$ cat config.mk
export PLATFORM = sky130hd
export DESIGN_NAME = avr_io_arbiter_flat
export DESIGN_NICKNAME = d
export VERILOG_FILES = /design/src/rtl/avr_io_arbiter_if.sv /design/src/rtl/avr_io_arbiter.sv /design/src/flat_wrapper.sv
export SDC_FILE = /design/constraint.sdc
export NUM_CORES = 1
export LEC_CHECK = 0
export ABC_CLOCK_PERIOD_IN_PS = 3350
export CORE_MARGIN = 10
export CORE_UTILIZATION = 30
export DETAILED_ROUTE_END_ITERATION = 12
export PLACE_DENSITY = 0.62
export SLEW_MARGIN = 20
export SYNTH_ARGS = -nofsm -noshare
export SYNTH_HDL_FRONTEND = slang
export SYNTH_SLANG_ARGS = --single-unit
$ cat constraint.sdc
create_clock -name clk -period 3.35 [get_ports clk]
set_input_delay 0.67 -clock clk [delete_from_list [all_inputs] [get_ports clk]]
set_output_delay 0.67 -clock clk [all_outputs]
set_load 0.05 [all_outputs]
$ cat src/rtl/avr_io_arbiter_if.sv
// avr_io_arbiter_if: one requester's request/response port to the I/O arbiter
interface avr_io_arbiter_if;
   logic       req;
   logic       we;
   logic [5:0] addr;
   logic [7:0] wdata;
   logic       ack;
   logic [7:0] rdata;

   modport master (output req, we, addr, wdata, input ack, rdata);
   modport slave  (input req, we, addr, wdata, output ack, rdata);
endinterface

$ cat src/rtl/avr_io_arbiter.sv
// avr_io_arbiter: two-requester AVR I/O bus arbiter; define AVR_IO_ARB_RR_EN for round-robin, else fixed priority with starve counter
module avr_io_arbiter #(
   parameter int STARVE_LIMIT = 4
) (
   input  logic             clk,
   input  logic             rst_n,
   avr_io_arbiter_if.slave  m0,
   avr_io_arbiter_if.slave  m1,
   output logic [5:0]       io_addr,
   output logic [7:0]       io_wdata,
   output logic             io_oe,
   output logic             io_write,
   output logic             io_read,
   input  logic [7:0]       io_rdata
);
   typedef enum logic [1:0] {IDLE, WR, RD_ADDR, RD_DATA} state_t;

   state_t     state;
   logic       win;
   logic       pick1;
   logic       pick_we;
   logic [5:0] pick_addr;
   logic [7:0] pick_wdata;
   logic [7:0] rdata0;
   logic [7:0] rdata1;

`ifdef AVR_IO_ARB_RR_EN
   logic prefer1;

   assign pick1 = m1.req && (!m0.req || prefer1);

   // after any grant the other port becomes preferred on the next conflict
   always_ff @(posedge clk or negedge rst_n) begin
      if (!rst_n)
         prefer1 <= 1'b0;
      else if (state == IDLE && (m0.req || m1.req))
         prefer1 <= !pick1;
   end
`else
   localparam int CW = $clog2(STARVE_LIMIT + 1);
   localparam logic [CW-1:0] LIM = CW'(STARVE_LIMIT);

   logic [CW-1:0] starve;

   assign pick1 = m1.req && (!m0.req || starve == LIM);

   // counts m0 grants that m1 had to sit through; any m1 grant or idle m1 clears it
   always_ff @(posedge clk or negedge rst_n) begin
      if (!rst_n)
         starve <= '0;
      else if (!m1.req)
         starve <= '0;
      else if (state == IDLE)
         starve <= pick1 ? '0 : (starve == LIM ? starve : starve + 1'b1);
   end
`endif

   assign pick_we    = pick1 ? m1.we    : m0.we;
   assign pick_addr  = pick1 ? m1.addr  : m0.addr;
   assign pick_wdata = pick1 ? m1.wdata : m0.wdata;

   // read data is forwarded straight from the bus in the ack cycle, then held in a register
   assign m0.rdata = (state == RD_DATA && !win) ? io_rdata : rdata0;
   assign m1.rdata = (state == RD_DATA &&  win) ? io_rdata : rdata1;

   // transaction FSM; bus strobes and acks are registered alongside the next state
   always_ff @(posedge clk or negedge rst_n) begin
      if (!rst_n) begin
         state    <= IDLE;
         win      <= 1'b0;
         io_addr  <= '0;
         io_wdata <= '0;
         io_oe    <= 1'b0;
         io_write <= 1'b0;
         io_read  <= 1'b0;
         m0.ack   <= 1'b0;
         m1.ack   <= 1'b0;
      end else begin
         io_addr  <= '0;
         io_wdata <= '0;
         io_oe    <= 1'b0;
         io_write <= 1'b0;
         io_read  <= 1'b0;
         m0.ack   <= 1'b0;
         m1.ack   <= 1'b0;
         case (state)
            IDLE:
               if (m0.req || m1.req) begin
                  win     <= pick1;
                  io_addr <= pick_addr;
                  if (pick_we) begin
                     state    <= WR;
                     io_write <= 1'b1;
                     io_oe    <= 1'b1;
                     io_wdata <= pick_wdata;
                     m0.ack   <= !pick1;
                     m1.ack   <= pick1;
                  end else begin
                     state   <= RD_ADDR;
                     io_read <= 1'b1;
                  end
               end
            RD_ADDR: begin
               state   <= RD_DATA;
               io_read <= 1'b1;
               io_addr <= io_addr;
               m0.ack  <= !win;
               m1.ack  <= win;
            end
            default:
               state <= IDLE;
         endcase
      end
   end

   // capture the peripheral's read data for the winner at the end of the ack cycle
   always_ff @(posedge clk or negedge rst_n) begin
      if (!rst_n) begin
         rdata0 <= '0;
         rdata1 <= '0;
      end else if (state == RD_DATA) begin
         if (win)
            rdata1 <= io_rdata;
         else
            rdata0 <= io_rdata;
      end
   end
endmodule

$ cat src/flat_wrapper.sv
// flat-port wrapper written by rule: the top's interface ports become plain ports
module avr_io_arbiter_flat 
#(
   parameter int STARVE_LIMIT = 4
)
  (clk, rst_n, io_addr, io_wdata, io_oe, io_write, io_read, io_rdata, m0_req, m0_we, m0_addr, m0_wdata, m0_ack, m0_rdata, m1_req, m1_we, m1_addr, m1_wdata, m1_ack, m1_rdata);
  avr_io_arbiter_if m0_i ();
  avr_io_arbiter_if m1_i ();
  input  logic clk;
  input  logic rst_n;
  output logic [5:0] io_addr;
  output logic [7:0] io_wdata;
  output logic io_oe;
  output logic io_write;
  output logic io_read;
  input  logic [7:0] io_rdata;
  input wire logic [$bits(m0_i.req)-1:0] m0_req;
  input wire logic [$bits(m0_i.we)-1:0] m0_we;
  input wire logic [$bits(m0_i.addr)-1:0] m0_addr;
  input wire logic [$bits(m0_i.wdata)-1:0] m0_wdata;
  output wire logic [$bits(m0_i.ack)-1:0] m0_ack;
  output wire logic [$bits(m0_i.rdata)-1:0] m0_rdata;
  input wire logic [$bits(m1_i.req)-1:0] m1_req;
  input wire logic [$bits(m1_i.we)-1:0] m1_we;
  input wire logic [$bits(m1_i.addr)-1:0] m1_addr;
  input wire logic [$bits(m1_i.wdata)-1:0] m1_wdata;
  output wire logic [$bits(m1_i.ack)-1:0] m1_ack;
  output wire logic [$bits(m1_i.rdata)-1:0] m1_rdata;
  assign m0_i.req = m0_req;
  assign m0_i.we = m0_we;
  assign m0_i.addr = m0_addr;
  assign m0_i.wdata = m0_wdata;
  assign m0_ack = m0_i.ack;
  assign m0_rdata = m0_i.rdata;
  assign m1_i.req = m1_req;
  assign m1_i.we = m1_we;
  assign m1_i.addr = m1_addr;
  assign m1_i.wdata = m1_wdata;
  assign m1_ack = m1_i.ack;
  assign m1_rdata = m1_i.rdata;
  avr_io_arbiter #(.STARVE_LIMIT(STARVE_LIMIT)) u_core (.clk(clk), .rst_n(rst_n), .m0(m0_i), .m1(m1_i), .io_addr(io_addr), .io_wdata(io_wdata), .io_oe(io_oe), .io_write(io_write), .io_read(io_read), .io_rdata(io_rdata));
endmodule
==> impl_metrics.csv <==
group,metric,value,unit
timing,maxClockFrequency,0.3496,GHz
cts,worstSkewPairLatency,280,ps
routing,detail_route.iter0.violations,111,
setup_path,worst_setup_path_start_kind,"flop",
global_route,grt_antenna_before_repair,0,
finish,area_growth,48.40,%
setup_path,cp.required,2680,ps
synth,synth.net_count,206,
finish,antenna-diode-count,0,
timing,grt_setup_unrepaired,"false",
cts,cts_htree_levels,2,
synth,synth.yosys.seq_area_share,54.46,%
timing,finalHoldViolCount,0,
floorplan,coreArea,0.005921,mm^2
setup_path,worstPathMaxFanout,17,
setup_path,path_class,"reg -> out",
placement,placed_area,0.002601,mm^2
cts,cts_root_buf,"sky130_fd_sc_hd__clkbuf_8",
status,run_status,"completed",
floorplan,die_area,0.009658,mm^2
timing,finalClockSkew,5.346,ps
cts,cts.clk_slew.worst_paths,80,ps
routing,drcViolationCount,0,
routing,ant_nets,0,
routing,detail_route.wl_per_cell,17.23,um
pwr,cellLeakagePower,0.001154,uW
cts,postCtsResizedCells,0,
finish,post_route_cells_drive_above_1_share,20.85,%
synth,yosysWarningCount,0,
timing,finalMaxSlewViolations,0,
routing,finalWirelength,5.342,mm
placement,gp_congestion,0.7527,
routing,detailedRoute.firstPassIterationCount,4,
routing,vias,1538,
synth,mappedNetlistArea,0.001838,mm^2
finish,stdcell_area,0.002728,mm^2
floorplan,io_pins,77,
floorplan,fp.dieW,98.28,um
routing,avgViaCountPerCell,4.961,
timing,setup-violations-final,0,
floorplan,die_h,98.28,um
setup_path,worstSetupEndpointType,"output pin",
cts,sinks_on_clock_net,40,
timing,tns,0,ps
global_route,via_count_of_the_first_global_routing_pass,1644,
cts,cts.repair_timing.setup_buffer_count,0,
timing,timing_worst_slew_pin_value,907.6,ps
pwr,max-vdd-ir-drop,681.8,uV
placement,placement.io_buffers,76,
synth,post_synth_inst_count,162,
finish,layout.cells.most_common,"sky130_fd_sc_hd__clkdlybuf4s50_1",
setup_path,reg2reg_depth,3,
cts,max-clock-path-buffers,2,
placement,hpwl,3.919,mm
synth,syn_area_per_cell,11.35,um^2
global_route,globalRouteTotalUtil,10.66,%
pwr,power_density,994.4,mW/mm^2
global_route,largest_net_degree_at_the_start_of_global_routing,41,
floorplan,initial_core_util,31.04,%
timing,finalCritPeriodShare,85.39,%
worst_hold_path,timing.hold.worst.class,"reg -> reg",
floorplan,floorplan.rows,28,
synth,synth.ff_latch_count,40,
cts,cts_inserted_buffers,5,
global_route,grt_first_pass_wirelength,8.569,mm
setup_path,worstPathArrival,2190,ps
job,timing.max_cap.violations,0,
cts,cts_tree,"yes",
global_route,grt_overflow,0,
cts,cts_hold_repair.buffers,0,
timing,max_transition_margin,39.49,%
worst_hold_path,min_delay_path_depth,1,
timing,period_minus_slack,2861,ps
timing,final.hold.worst_slack,496.9,ps
finish,final_core_utilization,46.07,%
finish,layout_common_cells,"sky130_fd_sc_hd__clkdlybuf4s50_1 (59), sky130_fd_sc_hd__dfrtp_1 (40), sky130_fd_sc_hd__buf_4 (20)",
synth,synthDistinctLibCells,29,
finish,nets,278,
==> layout make-up <==
type	instances	area (um^2)
Tap cell	75	93.84
Sequential cell	40	1001
Inverter	11	41.29
Clock inverter	1	30.03
Timing Repair Buffer	80	745.7
Clock buffer	7	96.34
Fill cell	552	3193
Multi-Input combinational cell	96	719.4
==> critical path, cell delays in order, from the launching register on <==
cell and delay [ps]:
sky130_fd_sc_hd__dfrtp_1 700, sky130_fd_sc_hd__inv_2 80, sky130_fd_sc_hd__or3_1 550, sky130_fd_sc_hd__mux2_4 390, sky130_fd_sc_hd__buf_4 190
==> cells in the mapped netlist (all sizes together) <==
| cell type | n | area, um^2 |
|---|---|---|
| a21bo | 1 | 10.01 |
| a21boi | 1 | 7.510 |
| a21oi | 15 | 75.07 |
| a221oi | 6 | 52.55 |
| a31oi | 7 | 43.79 |
| a32o | 2 | 20.02 |
| buf | 8 | 50.04 |
| clkbuf | 7 | 26.28 |
| dfrtp | 40 | 1001 |
| ha | 2 | 25.02 |
| inv | 11 | 41.29 |
| mux2 | 17 | 221.5 |
| nand2 | 2 | 7.510 |
| nand2b | 1 | 6.260 |
| nand3 | 11 | 55.05 |
| nand4 | 9 | 56.30 |
| nor2 | 4 | 15.01 |
| nor2b | 1 | 6.260 |
| nor4b | 1 | 8.760 |
| o2111ai | 1 | 8.760 |
| o211ai | 8 | 60.06 |
| o21ai | 6 | 33.78 |
| or3 | 1 | 6.260 |
==> per-layer routing <==
layer / global-route usage [%] / wire (um)
met3: 4.369 / 429
met5: 0 / 0
met4: 2.315 / 27
met1: 13.58 / 2467
met2: 16.50 / 2417
==> where the power goes <==
| group | switching [uW] | internal (uW) | leakage, uW |
|---|---|---|---|
| sequential | 94.6 | 662 | 0.000504 |
| combinational | 993 | 534 | 0.000586 |
| clock | 166 | 263 | 0.0000645 |
==> cells by family after synthesis <==
family	after synthesis	share of synthesized area, %
AOI/OAI and AO/OA	47	16.95
adders and majority gates	2	1.361
buffers and inverters	26	6.399
DFF	40	54.46
muxes	17	12.05
and+or+nand+nor	30	8.782
==> path summary, 6_finish.rpt <==
path | slack, ps | from | endpoint
worst max-delay path | 490 | u_core.state[0]$_DFFE_PN0P_ | m0_rdata[7]
worst min-delay path | 500 | u_core.rdata1[4]$_DFFE_PN0P_ | u_core.rdata1[4]$_DFFE_PN0P_
worst max register to register | 1520 | u_core.state[0]$_DFFE_PN0P_ | u_core.rdata0[2]$_DFFE_PN0P_
worst min register to register | 500 | u_core.rdata1[4]$_DFFE_PN0P_ | u_core.rdata1[4]$_DFFE_PN0P_
max in group asynchronous | 2270 | rst_n | u_core.rdata1[3]$_DFFE_PN0P_
min in group asynchronous | 510 | rst_n | u_core.rdata1[6]$_DFFE_PN0P_
==> sequential cells by signal, indices dropped and copies added, names as in the netlist <==
| name | count |
|---|---|
| u_core.m1.ack | 1 |
| u_core.io_wdata | 8 |
| u_core.starve | 3 |
| u_core.io_addr | 6 |
| u_core.io_read | 1 |
| u_core.io_write | 1 |
| u_core.state | 2 |
| u_core.rdata0 | 8 |
| u_core.m0.ack | 1 |
| u_core.win | 1 |
| u_core.rdata1 | 8 |
==> per-stage QoR <==
stage                     instances  power (uW)  setup slack [ps]
after floorplan                 162        1851              1338
after global placement          302        2285             861.2
after detailed placement        302        2305             804.6
after CTS                       310        2744             478.7
after global routing            310        2849             377.3
final                           310        2712             489.3
Power figures use the tool's default switching activity.
